File: config.mk
export PLATFORM = sky130hd
export DESIGN_NAME = wave_capture_flat
export DESIGN_NICKNAME = d
export VERILOG_FILES = /design/src/rtl/wave_capture_if.sv /design/src/rtl/wave_capture.sv /design/src/flat_wrapper.sv
export SDC_FILE = /design/constraint.sdc
export NUM_CORES = 1
export LEC_CHECK = 0
export CORE_ASPECT_RATIO = 1.25
export CORE_UTILIZATION = 45
export DETAILED_ROUTE_END_ITERATION = 8
export PLACE_DENSITY = 0.77
export SLEW_MARGIN = 10
export SYNTH_ARGS = -nofsm -noshare
export SYNTH_HDL_FRONTEND = slang
export SYNTH_SLANG_ARGS = --single-unit
File: constraint.sdc
create_clock -name clk -period 1.85 [get_ports clk]
set_input_delay 0.37 -clock clk [delete_from_list [all_inputs] [get_ports clk]]
set_output_delay 0.37 -clock clk [all_outputs]
set_load 0.01 [all_outputs]
File: src/rtl/wave_capture_if.sv
// Bundles the sample stream, display-idle status and RAM write port of wave_capture.
// Latency: not applicable, this file only holds wires.
// Backpressure: none. The sample stream is strobe-only, with no ready signal.
interface wave_capture_if #(
    parameter int SAMPLE_W = 16
);
    logic                new_sample_ready;
    logic [SAMPLE_W-1:0] new_sample_in;
    logic                wave_display_idle;
    logic [8:0]          write_address;
    logic                write_enable;
    logic [7:0]          write_sample;
    logic                read_index;

    // Capture side: consumes the samples and drives the RAM write port.
    modport master (
        input  new_sample_ready,
        input  new_sample_in,
        input  wave_display_idle,
        output write_address,
        output write_enable,
        output write_sample,
        output read_index
    );

    // Environment side: drives the samples and observes the writes and the active half.
    modport slave (
        output new_sample_ready,
        output new_sample_in,
        output wave_display_idle,
        input  write_address,
        input  write_enable,
        input  write_sample,
        input  read_index
    );
endinterface

File: src/rtl/wave_capture.sv
// Captures a 256-sample frame into the display RAM half not being read, starting at a rising zero crossing.
// Latency: the write port is registered and is valid one cycle after the accepted strobe.
// Backpressure: none. Every strobe is handled at full rate, and strobes outside a capture are ignored.
module wave_capture #(
    parameter int SAMPLE_W = 16   // must match the interface parameter; >= 8
) (
    input  logic           clk,
    input  logic           reset,
    wave_capture_if.master bus
);
    typedef enum logic [1:0] {
        ST_ARMED  = 2'd0,
        ST_ACTIVE = 2'd1,
        ST_WAIT   = 2'd2
    } state_t;

    state_t     state, state_nxt;
    logic [7:0] count, count_nxt;
    logic       prev_neg;
    logic       read_index_q, read_index_nxt;
    logic       we_q, we_nxt;
    logic [8:0] addr_q, addr_nxt;
    logic [7:0] sample_q, sample_nxt;

    logic       sample_neg;
    logic       crossing;
    logic [7:0] sample_ob;

    assign sample_neg = bus.new_sample_in[SAMPLE_W-1];
    // A crossing uses prev_neg before this strobe updates it. A zero sample counts as non-negative.
    assign crossing   = bus.new_sample_ready & prev_neg & ~sample_neg;
    // Keep the top 8 bits and flip the sign bit, giving offset binary for the display.
    assign sample_ob  = {~sample_neg, bus.new_sample_in[SAMPLE_W-2:SAMPLE_W-8]};

    // Register the state, the frame counter and all outputs. Reset abandons any partial frame.
    always_ff @(posedge clk or negedge reset) begin
        if (!reset) begin
            state        <= ST_ARMED;
            count        <= 8'd0;
            read_index_q <= 1'b0;
            we_q         <= 1'b0;
            addr_q       <= 9'h000;
            sample_q     <= 8'h00;
        end else begin
            state        <= state_nxt;
            count        <= count_nxt;
            read_index_q <= read_index_nxt;
            we_q         <= we_nxt;
            addr_q       <= addr_nxt;
            sample_q     <= sample_nxt;
        end
    end

    // Track the sign of the last strobed sample in every state. It resets to 0, so the first sample cannot trigger.
    always_ff @(posedge clk or negedge reset) begin
        if (!reset) begin
            prev_neg <= 1'b0;
        end else if (bus.new_sample_ready) begin
            prev_neg <= sample_neg;
        end
    end

    // Compute the next state and the next register values. Writes always target the half the display is not reading.
    always_comb begin
        state_nxt      = state;
        count_nxt      = count;
        read_index_nxt = read_index_q;
        we_nxt         = 1'b0;
        addr_nxt       = addr_q;
        sample_nxt     = sample_q;
        unique case (state)
            ST_ARMED: begin
                if (crossing) begin
                    we_nxt     = 1'b1;
                    addr_nxt   = {~read_index_q, 8'h00};
                    sample_nxt = sample_ob;
                    count_nxt  = 8'd1;
                    state_nxt  = ST_ACTIVE;
                end
            end
            ST_ACTIVE: begin
                if (bus.new_sample_ready) begin
                    we_nxt     = 1'b1;
                    addr_nxt   = {~read_index_q, count};
                    sample_nxt = sample_ob;
                    count_nxt  = count + 8'd1;
                    if (count == 8'hFF) begin
                        state_nxt = ST_WAIT;
                    end
                end
            end
            ST_WAIT: begin
                // Swap halves only while the display is not drawing.
                if (bus.wave_display_idle) begin
                    read_index_nxt = ~read_index_q;
                    state_nxt      = ST_ARMED;
                end
            end
            default: begin
                state_nxt = ST_ARMED;
            end
        endcase
    end

    assign bus.write_enable  = we_q;
    assign bus.write_address = addr_q;
    assign bus.write_sample  = sample_q;
    assign bus.read_index    = read_index_q;
endmodule

File: src/flat_wrapper.sv
// flat-port wrapper written by rule: the top's interface ports become plain ports
module wave_capture_flat 
#(
    parameter int SAMPLE_W = 16                                              
)
  (clk, reset, bus_new_sample_ready, bus_new_sample_in, bus_wave_display_idle, bus_write_address, bus_write_enable, bus_write_sample, bus_read_index);
  wave_capture_if #(.SAMPLE_W(SAMPLE_W)) bus_i ();
  input  logic clk;
  input  logic reset;
  input wire logic [$bits(bus_i.new_sample_ready)-1:0] bus_new_sample_ready;
  input wire logic [$bits(bus_i.new_sample_in)-1:0] bus_new_sample_in;
  input wire logic [$bits(bus_i.wave_display_idle)-1:0] bus_wave_display_idle;
  output wire logic [$bits(bus_i.write_address)-1:0] bus_write_address;
  output wire logic [$bits(bus_i.write_enable)-1:0] bus_write_enable;
  output wire logic [$bits(bus_i.write_sample)-1:0] bus_write_sample;
  output wire logic [$bits(bus_i.read_index)-1:0] bus_read_index;
  assign bus_i.new_sample_ready = bus_new_sample_ready;
  assign bus_i.new_sample_in = bus_new_sample_in;
  assign bus_i.wave_display_idle = bus_wave_display_idle;
  assign bus_write_address = bus_i.write_address;
  assign bus_write_enable = bus_i.write_enable;
  assign bus_write_sample = bus_i.write_sample;
  assign bus_read_index = bus_i.read_index;
  wave_capture #(.SAMPLE_W(SAMPLE_W)) u_core (.clk(clk), .reset(reset), .bus(bus_i));
endmodule
Yosys cells after proc, flatten, opt, wreduce, memory -nomap -nowiden
Index checks and enable logic that the tools add are counted.
Widths: inputs -> output; s select.

storage, ports and cells
  logic and storage cells = 41
  bits in registers = 30
  output and inout bits = 19

cells by class
  mux-type cells = 17
  reductions and logical operators = 5
  equal/unequal tests = 7
  bitwise gates (word level) = 4
  $add $sub $neg = 1

operator list
  kind                 count
  $mux 8               4
  $pmux 8 s2           2
  $mux 9               2
  $pmux 9 s2           1
  $add 8x1->8 const B  1
  $eq 8x8->1 const B   1
  $mux 2               4
  $pmux 2 s3           1
  $ne 2x1->1 const B   2
  $ne 2x2->1 const B   2
  $reduce_and 4->1     1
  $reduce_and 3->1     1
  $and 1x1->1          2
  $eq 2x1->1 const B   1
  $eq 2x2->1 const B   1
  $logic_not 2->1      1
  $mux 1               2
  $not 1->1            2
  $pmux 1 s2           1
  $reduce_and 2->1     1
  $reduce_bool 2->1    1

Logic depth before layout (Yosys ltp)
  word-level depth = 4
  mapped depth = 5
  mapped depth without buffers = 4

Least setup slack after synthesis
OpenSTA, ideal clock, no wires.

  path kind = reg-to-reg
  start point = reg u_core.state[1]
  end point = reg u_core.sample_q[6], in the netlist u_core.bus.write_sample[6]
  library setup time = 0.127 ns
  setup slack = 0.340 ns
  period minus slack after synthesis = 1.510 ns
  arrival = 1.383 ns
  cell stages (with the launch flop) = 6
  path through = dfrtp_1 > nand2b_2 > a21o_2 > inv_2 > buf_4 > mux2_1

on the way
  word-level cells in the longest chain between the ends = 3

ends and longest elaborated chain
  item                                                  RTL line            source
  start: declaration                                    wave_capture.sv:17  state_t state, state_nxt;
  start signal: assignment                              wave_capture.sv:45  state <= state_nxt;
  $eq 2x1->1 / $logic_not 2->1 (equally long branches)  wave_capture.sv:71  unique case (state)
  $ne 2x2->1 (no source line) (tied with other cells)   --
  $reduce_and 3->1 (no source line)                     --
  end signal: assignment                                wave_capture.sv:50  sample_q <= sample_nxt;
  end: declaration                                      wave_capture.sv:23  logic [7:0] sample_q, sample_nxt;

Parallel ways exist; a longest one is shown, timed or not.
A chain may end at the register's enable or synchronous reset.

Final worst setup path
  start point = reg u_core.read_index_q, in the netlist u_core.bus.read_index
  end point = out bus_read_index

RTL lines
  item                      RTL line            source
  start: declaration        wave_capture.sv:20  logic read_index_q, read_index_nxt;
  start signal: assignment  wave_capture.sv:47  read_index_q <= read_index_nxt;
  end: declaration          flat_wrapper.sv:16  output wire logic [$bits(bus_i.read_index)-1:0] bus_read_index;

No word-level cell between the ends.

==> flow_summary_export.csv <==
group,metric,value,unit
yosys,synthXorXnorAreaFrac,1.365,%
yosys,synthTopCellsByCount,"dfrtp_1 (30), inv_1 (11), o21ai_0 (10), mux2_2 (7), nand4_1 (7)",
route,avgViaCountPerCell,5.374,
critical_path,crit_path_max_fanout,3,
yosys,synth-edff-count,0,
clocking,cts_tree,"done",
outcome,status,"completed",
route,routed_wl,2749,um
yosys,synthArstFlopShare,100.0,%
yosys,syn_area_per_cell,11.57,um^2
sta,finalMaxSlewViolations,0,
critical_path,reg2reg_slack,0.24,ns
place,port-buffer-count,30,
job,cap_violations,0,
yosys,synth.most_common_cell,"dfrtp_1",
route,routedWlPerCell,14.47,um
critical_path,cp_top_family,"buffers and inverters",
global_routing,grt_pass1_wl,4678,um
global_routing,use_met1,23.77,%
sta,finClkSkew,0.005761,ns
clocking,cts_buffer_depth,2,
yosys,synth_top_family_by_area,"simple AND/OR/NAND/NOR gates",
critical_path,cp.required,1.48,ns
yosys,synthSimpleGateAreaFrac,14.04,%
critical_path,critPathLaunchType,"flop",
yosys,synth_compound_gate_area_share,10.23,%
clocking,cts_root_buffer,"clkbuf_4",
sta,tightest_slew,0.4422,ns
global_routing,grt_max_degree,31,
yosys,synth-seq-cells,30,
die,rows,21,
global_routing,top_usage_layer,"met2",
yosys,yosysTopAreaCell,"dfrtp_1",
clocking,holdBufCountCts,0,
place,dp_hpwl,1990,um
sta,min_period_over_period,88.99,%
critical_path,critPathCaptureType,"output pin",
clocking,clk_pin_slew_worst_paths,0.09,ns
die,die_x,49.77,um
cells_and_area,drive_gt1_share,19.87,%
yosys,synth-main-ff-cell,"dfrtp_1",
die,core,2706,um^2
die,start_util,47.43,%
critical_path,r2r-end,"u_core.bus.write_sample[0]",
sta,setup_tns,0,ns
power_and_ir_drop,ir_drop,0.0007921,V
route,drtPass1Iterations,4,
yosys,synth_top_cell_area_share,58.48,%
yosys,ys_types,30,
yosys,ys_warn_count,0,
critical_path,startpoint,"u_core.bus.read_index",
global_routing,use_met2,37.26,%
yosys,synth.area.top_cells,"dfrtp_1 (58%), mux2_2 (6.1%), o21ai_0 (3.9%)",
power_and_ir_drop,power.leakage,0.0007782,uW
sta,finalHoldWorstSlack,0.4184,ns
clocking,clk_latency,0.33,ns
die,io_pins,39,
critical_path,crit_path_end,"bus_read_index",
yosys,syn_nets,132,
cells_and_area,fillers,224,
critical_path,cp_slowest_cell,"clkdlybuf4s50_1",
critical_path,crit_buf_inv,1,
critical_path,crit_type,"reg -> out",
yosys,synth_area,1284,um^2
yosys,synthAdderAreaFrac,0.9747,%
route,drc,0,
sta,setup_violations,0,
critical_path,crit_arrival,1.28,ns
clocking,ctsResizeCount,0,
min_path,hp-class,"in -> async",
critical_path,cp.depth,1,
cells_and_area,antenna_cells,0,
sta,hold_viol_final,0,
clocking,cts_buffers,5,
clocking,cts_max_level,2,
cells_and_area,finish.utilization,64.96,%
route,drt_iter0_markers,11,
global_routing,grt_pass1_vias,1050,
cells_and_area,area.growth.synth_to_final,36.94,%
global_routing,antenna_found_initial,0,
route,vias,1021,
critical_path,cp_cell_sequence,"clkdlybuf4s50_1",
critical_path,timing.rr.start,"u_core.state[0]",
route,drtAntennaViolNets,0,
yosys,ys_seq_area_share,58.48,%
clocking,cts.sinks,30,
global_routing,use_met3,7.543,%
power_and_ir_drop,finalPower,1904,uW
cells_and_area,nets,176,
global_routing,overflow,0,
sta,fmax,0.6074,GHz
clocking,postCtsSetupRepairBufs,0,
die,die_area,3072,um^2
die,die_y,61.72,um
sta,post-route-min-period,1.646,ns
place,gp_congestion,0.8484,
yosys,syn_inst,111,
power_and_ir_drop,powerDensity,1083,nW/um^2
sta,max_slew_margin,70.52,%
global_routing,track_usage,21.34,%
yosys,muxShareOfSynthArea,9.357,%
critical_path,r2r_cells,4,
sta,rsz0062_at_grt,"no",
critical_path,max_stage_delay,0.56,ns
==> layer usage <==
metal | vias up | wire length [um]
met1 | 504 | 1163
li1 | 485 | -
met2 | 26 | 1418
met4 | 0 | 51
met5 | - | 0
met3 | 6 | 116
==> layout by cell type, fill, tap and decap left out, types with 4 or more instances in the layout <==
| cell | Yosys | final |
|---|---|---|
| nor3_1 | 4 | 4 |
| nand4_1 | 7 | 7 |
| mux2_2 | 7 | 7 |
| o21ai_0 | 10 | 10 |
| clkbuf_4 | 0 | 5 |
| buf_4 | 1 | 10 |
| clkdlybuf4s50_1 | 0 | 30 |
| dfrtp_1 | 30 | 30 |
| inv_1 | 11 | 11 |
| a21oi_1 | 5 | 5 |
| nand2_1 | 6 | 6 |
==> cell type report <==
| cell class | instances | area, um^2 | area share (%) |
|---|---|---|---|
| Tap cell | 34 | 42.54 | 2.420 |
| Clock buffer | 8 | 78.83 | 4.484 |
| Inverter | 13 | 48.80 | 2.776 |
| Sequential cell | 30 | 750.7 | 42.70 |
| Multi-Input combinational cell | 65 | 461.7 | 26.26 |
| Timing Repair Buffer | 40 | 375.4 | 21.35 |
==> how the worst min path moves through the flow <==
stage | cells after the start | slack [ns] | end
3_5_place_dp | 1 | 0.48 | u_core.bus.write_sample[6]
3_3_place_gp | 1 | 0.47 | u_core.bus.write_sample[6]
2_1_floorplan | 0 | 0.07 | u_core.bus.read_index
5_1_grt | 2 | 0.45 | u_core.count[3]
4_1_cts | 2 | 0.43 | u_core.count[7]
6_report | 2 | 0.42 | u_core.bus.write_address[2]
==> stage by stage <==
stage / setup WS [ns] / area (um^2) / cells
floorplan: 0.3399 / 1284 / 111
global placement: -0.02722 / 1679 / 182
detailed placement: -0.07277 / 1679 / 182
CTS: 0.1868 / 1758 / 190
global route: 0.1535 / 1758 / 190
finish: 0.2037 / 1758 / 190
==> where the power goes <==
| part | switching [uW] | internal (uW) |
|---|---|---|
| Combinational | 221 | 284 |
| Clock | 226 | 260 |
| Sequential | 123 | 791 |
| Total | 569 | 1330 |
==> registers in the layout, indices dropped and copies added, names as in the netlist <==
register,flops
u_core.bus.write_address,9
u_core.bus.write_sample,8
u_core.count,8
u_core.state,2
u_core.bus.read_index,1
u_core.bus.write_enable,1
u_core.prev_neg,1
==> logic make-up (layout without fill, tap and decap cells) <==
group / Yosys count / in the layout
flip-flops: 30 / 30
AND/OR/NAND/NOR: 29 / 29
AO/OA/AOI/OAI: 22 / 22
buffers and inverters: 16 / 61
multiplexers: 11 / 11
XOR/XNOR: 2 / 2
adder cells (fa/ha/maj): 1 / 1
No activity file was read; power rests on OpenSTA's default activity.
